--- config.mk ---
export PLATFORM = sky130hd
export DESIGN_NAME = instr_fetch_ctrl
export DESIGN_NICKNAME = d
export VERILOG_FILES = /design/src/rtl/instr_fetch_ctrl.sv
export SDC_FILE = /design/constraint.sdc
export NUM_CORES = 1
export LEC_CHECK = 0
export ABC_AREA = 1
export BUFFER_PORTS_ARGS = -buffer_cell sky130_fd_sc_hd__buf_2
export CORE_MARGIN = 3
export CORE_UTILIZATION = 47
export DETAILED_ROUTE_END_ITERATION = 10
export GPL_ROUTABILITY_DRIVEN = 0
export PLACE_DENSITY = 0.88
export SLEW_MARGIN = 30
export SYNTH_ARGS = -nofsm -noshare
export SYNTH_HDL_FRONTEND = slang
export SYNTH_SLANG_ARGS = --single-unit
--- constraint.sdc ---
create_clock -name clk -period 1.8 [get_ports clk]
set_clock_uncertainty 0.05 [all_clocks]
set_input_delay 0.54 -clock clk [delete_from_list [all_inputs] [get_ports clk]]
set_output_delay 0.54 -clock clk [all_outputs]
set_load 0.02 [all_outputs]
--- src/rtl/instr_fetch_ctrl.sv ---
// rtl/instr_fetch_ctrl.sv - instruction fetch controller: PC -> imem req/ack -> decode valid/ready (optional MISALIGN_CHK_EN)
module instr_fetch_ctrl #(
  parameter int ADDR_W = 32,
  parameter int DATA_W = 32,
  parameter int CNT_W  = 16
) (
  input  logic              clk,
  input  logic              areset,
  input  logic [ADDR_W-1:0] pc,
  output logic              load,
  output logic              imem_req,
  output logic [ADDR_W-1:0] imem_addr,
  input  logic              imem_ack,
  input  logic [DATA_W-1:0] imem_rdata,
  output logic [DATA_W-1:0] instr,
  output logic              instr_valid,
  input  logic              instr_ready,
  input  logic              flush,
  output logic [CNT_W-1:0]  fetch_cnt,
  output logic              fetch_err
);

  typedef enum logic [1:0] {
    ISSUE = 2'd0,
    REQ   = 2'd1,
    VALID = 2'd2,
    DRAIN = 2'd3
  } state_e;

  state_e             state_q, state_d;
  logic               imem_req_q, imem_req_d;
  logic [ADDR_W-1:0]  imem_addr_q, imem_addr_d;
  logic [DATA_W-1:0]  instr_q, instr_d;
  logic               instr_valid_q, instr_valid_d;
  logic [CNT_W-1:0]   fetch_cnt_q, fetch_cnt_d;
`ifdef MISALIGN_CHK_EN
  logic               fetch_err_q, fetch_err_d;
`endif

  // PC advance strobe: only when decode takes a held instruction and no flush kills it
  assign load = (state_q == VALID) & instr_valid_q & instr_ready & ~flush;

  // Next-state and register updates for the fetch handshake FSM
  always_comb begin
    state_d       = state_q;
    imem_req_d    = imem_req_q;
    imem_addr_d   = imem_addr_q;
    instr_d       = instr_q;
    instr_valid_d = instr_valid_q;
    fetch_cnt_d   = fetch_cnt_q;
`ifdef MISALIGN_CHK_EN
    fetch_err_d   = fetch_err_q;
`endif
    case (state_q)
      ISSUE: begin
`ifdef MISALIGN_CHK_EN
        if (pc[1:0] != 2'b00) begin
          fetch_err_d = 1'b1;
        end else begin
          imem_addr_d = pc;
          imem_req_d  = 1'b1;
          state_d     = REQ;
        end
`else
        imem_addr_d = pc;
        imem_req_d  = 1'b1;
        state_d     = REQ;
`endif
      end
      REQ: begin
        if (imem_ack) begin
          imem_req_d = 1'b0;
          if (flush) begin
            state_d = ISSUE;
          end else begin
            instr_d       = imem_rdata;
            instr_valid_d = 1'b1;
            state_d       = VALID;
          end
        end else if (flush) begin
          // The outstanding request cannot be retracted; wait out its ack
          state_d = DRAIN;
        end
      end
      DRAIN: begin
        if (imem_ack) begin
          imem_req_d = 1'b0;
          state_d    = ISSUE;
        end
      end
      VALID: begin
        if (flush) begin
          instr_valid_d = 1'b0;
          state_d       = ISSUE;
        end else if (load) begin
          fetch_cnt_d   = fetch_cnt_q + CNT_W'(1);
          instr_valid_d = 1'b0;
          state_d       = ISSUE;
        end
      end
      default: state_d = ISSUE;
    endcase
  end

  // State and output registers, cleared asynchronously
  always_ff @(posedge clk or negedge areset) begin
    if (!areset) begin
      state_q       <= ISSUE;
      imem_req_q    <= 1'b0;
      imem_addr_q   <= '0;
      instr_q       <= '0;
      instr_valid_q <= 1'b0;
      fetch_cnt_q   <= '0;
`ifdef MISALIGN_CHK_EN
      fetch_err_q   <= 1'b0;
`endif
    end else begin
      state_q       <= state_d;
      imem_req_q    <= imem_req_d;
      imem_addr_q   <= imem_addr_d;
      instr_q       <= instr_d;
      instr_valid_q <= instr_valid_d;
      fetch_cnt_q   <= fetch_cnt_d;
`ifdef MISALIGN_CHK_EN
      fetch_err_q   <= fetch_err_d;
`endif
    end
  end

  assign imem_req    = imem_req_q;
  assign imem_addr   = imem_addr_q;
  assign instr       = instr_q;
  assign instr_valid = instr_valid_q;
  assign fetch_cnt   = fetch_cnt_q;
`ifdef MISALIGN_CHK_EN
  assign fetch_err   = fetch_err_q;
`else
  assign fetch_err   = 1'b0;
`endif

endmodule

* Yosys cells after proc, flatten, opt, wreduce, memory -nomap -nowiden *
Cells that the tools add are included.
Widths: inputs -> output; s select.

cells by class
  add/sub/neg operators = 1
  eq/ne operators = 9
  muxes and demuxes = 14
  bitwise logic cells = 4
  reductions and logical operators = 9

operators by type and width
  cell                   number
  $add 16x1->16 const B  1
  $mux 2                 6
  $reduce_and 3->1       3
  $pmux 2 s4             1
  $ne 2x2->1 const B     3
  $ne 3x3->1 const B     2
  $mux 1                 5
  $eq 2x2->1 const B     2
  $pmux 1 s2             2
  $reduce_and 4->1       1
  $reduce_bool 2->1      2
  $and 1x1->1            3
  $eq 2x1->1 const B     1
  $logic_not 2->1        1
  $ne 2x1->1 const B     1
  $reduce_and 2->1       1
  $reduce_or 2->1        1
  $not 1->1              1

storage, ports and cells
  flip-flop bits (word level) = 84
  input port bits = 69
  output and inout port bits = 84
  word-level logic and storage cells = 43

* Logic depth before layout (Yosys ltp) *
  word-level depth = 7
  mapped depth = 9
  mapped depth without buffers = 9

* Worst setup path after synthesis *
Ideal clock, no wire load.

  kind = input -> output
  start = in instr_ready
  end = out load
  arrival = 1.069 ns
  data required time = 1.210 ns
  path slack = 0.141 ns
  stages = 2
  buffers on the path = 0
  cells stage by stage = nand2_1 > nor3_2

on the way
  longest elaborated chain between the ends = 2

RTL lines
  what                       line  source
  from (decl)                17    input logic instr_ready,
  $and 1x1->1 (2 in series)  41    assign load = (state_q == VALID) & instr_valid_q & instr_ready & ~flush;
  to (decl)                  10    output logic load,

Every way passes these cells.

* Worst setup path in the final report *
  start = reg state_q[0]
  end = out load

on the way
  longest elaborated chain between the ends = 4

RTL lines
  what                       line  source
  from (decl)                30    state_e state_q, state_d;
  from (signal assigned)     118   state_q <= state_d;
  $eq 2x2->1                 41
  $and 1x1->1 (3 in series)  41

Every way passes these cells.

==> flow_summary.toml <==
[status]
status = "complete, but fails checks"
failed_checks = "setup timing"

[grt]
antenna_found_initial = 1
grt_pass1_wl_um = 13500
grt_max_degree = 66
gr-total-overflow = 0
track_usage = 0.195
grt_pass1_vias = 3075

[floorplanning]
num_rows = 31
dieHeight_um = 93.2
start_util = 0.487
io_pins = 153
dieArea_sq_um = 8680
coreArea_sq_um = 7330
die_w_um = 93.2

[placed_design]
preCtsSetupSlack_ps = 84.0
dp_hpwl_um = 6020
postPlaceCellArea_sq_um = 4440
port_buffers = 151

[sta]
slew_viol_final = 0
setup_viol = 1
finalCriticalPeriod_ps = 1800
layout_setup_ws_ps = -4.01
fin_hold_ws_ps = 43.8
rsz0062_at_grt = "true"
slew_headroom = 0.398
worstMarginPinSlew_ps = 901
finalCritPeriodShare = 1.00
hold_viol = 0
max_freq_ghz = 0.554

[critical_path]
crit_fanout = 3
rrSetupSlack_ps = 270
worstPathCellList = "inv_2 -> nand2_4 -> nor3_4 -> buf_6"
worstPathArrival_ps = 1210
cpMaxStageDelayCell = "dfrtp_1"
worst_setup_path_start_kind = "flip-flop"
required_ps = 1210
reg2reg_from = "state_q[1]"
timing.rr.end = "imem_addr[8]"
worstSetupEndpointType = "output pin"
path_class = "reg -> out"
reg2reg_depth = 4
critPathMaxStageDelay_ps = 400

[yosys]
ys_seq_area_frac = 0.588
ys_seq_elements = 84
async_flop_share = 1.00
synth_area_leaders = "dfrtp_1 (59%), nand2_1 (18%), inv_1 (4.9%)"
synth_top_cell_area_share = 0.588
ys_warn_count = 0
avgSynthCellArea_sq_um = 8.78
yosysUniqueCellTypes = 28
synth_fp_nets = 477
synth_area_sq_um = 3570
synthFlopType = "dfrtp_1"
synth_cells = 407
synth_top_area_cell = "dfrtp_1"
synth_edf_count = 0

[hold_path]
worstHoldPathType = "in -> async"

[clock_tree]
path_clk_slew_ps = 80
cts_root_buffer = "clkbuf_8"
cts_tree = "yes"
cts.htree.levels = 3
numCtsBuffers = 9
clock_latency_ps = 330
clockBufferDepth = 2
cts.sink_count = 84

[routing]
ant_nets = 0
wl_met3_um = 413
wl_met2_um = 4160
num_vias = 3057
topRoutingLayerUsed = "met5"
met1_length_um = 3220
post-route-drc-count = 0
drt_iter0_drc = 115
avgViaCountPerCell = 4.59
routed_wirelength_um = 7930
dr.pass1.iters = 4
wire_per_inst_um = 11.9

[power]
vdd_ir_drop_max_mv = 0.855
cellLeakagePower_nw = 2.74
power_density_nw_per_um2 = 1660
p_total_w = 0.00780

[finish]
syn_to_final_growth_pct = 31.7
diodes = 0
final_cell_mix = "nand2_1 (174), buf_2 (149), dfrtp_1 (84), inv_1 (47), o21ai_1 (16)"
drive_gt1_frac = 0.337
nFillCells = 614
design_area_sq_um = 4700
fin_util = 0.642
mostFrequentLayoutCell = "nand2_1"
layout.nets = 633

[job]
max-cap-violations = 0
[power breakdown]
group,internal [W],leakage (nW),switching (W)
sequential,0.00264,1.06,0.000425
combinational,0.00107,1.57,0.00212
clock,0.000919,0.114,0.000625
total,0.00463,2.74,0.00317
[cells in the mapped netlist, drive strengths merged, types with 4 or more instances]
cell type  count
dfrtp         84
nand3          8
nand4          5
buf            8
nor2          17
o21ai         34
nand2        176
clkbuf         7
inv           48
xnor2          4
[final cells by class]
class | instances | area, sq um | share of cell area
Sequential cell | 84 | 2100 | 0.447
Multi-Input combinational cell | 260 | 1200 | 0.255
Clock inverter | 4 | 98.8 | 0.0210
Inverter | 48 | 180 | 0.0383
Timing Repair Buffer | 160 | 870 | 0.185
Clock buffer | 11 | 131 | 0.0279
Tap cell | 99 | 124 | 0.0263
[worst max-delay path, delay by kind of cell (launching register included)]
kind	cells	cell delay, ps
simple gates	2	230
buf+inv	2	250
flops	1	400
[sequential cells by signal, summed over array words and instances, names as in the netlist]
name	count
fetch_cnt	16
imem_addr	32
imem_req	1
instr	32
instr_valid	1
state_q	2
[stage by stage]
stage	instances	setup TNS (ps)
3_3_place_gp	649	0
2_1_floorplan	407	0
4_1_cts	666	-9.53
5_1_grt	666	-79.7
6_report	666	-4.01
3_5_place_dp	649	0
[per-layer routing]
layer,global-route usage,vias up
met5,0,-
met4,0.0708,2
met3,0.0507,12
met2,0.346,85
met1,0.226,1409
li1,-,1549
[cell families (layout without fill, tap and decap cells)]
family | count (synthesis) | after routing | synth area share
simple gates | 213 | 213 | 0.248
flops | 84 | 84 | 0.588
buf+inv | 63 | 223 | 0.0809
compound gates | 38 | 38 | 0.0613
xor+xnor | 7 | 7 | 0.0172
fa+ha+maj | 1 | 1 | 0.00350
other cells | 1 | 1 | 0.00105
[how the worst max path moves through the flow]
| stage | startpoint | end | slack, ps | depth (start not counted) |
|---|---|---|---|---|
| final | state_q[0] | load | -4 | 4 |
| after global routing | state_q[0] | load | -80 | 4 |
| after CTS | state_q[1] | load | -10 | 3 |
| after detailed placement | instr_ready | load | 80 | 4 |
| after global placement | instr_ready | load | 80 | 4 |
| after floorplan | instr_ready | load | 140 | 2 |
[timing repair]
action,4_1_cts,5_1_grt
resized for setup,3,1
cloned,0,0
endpoints found under the setup margin,1,1
pin swaps,1,0
setup buffers,2,0
hold buffers,0,0
(Power assumes the default switching activity.)
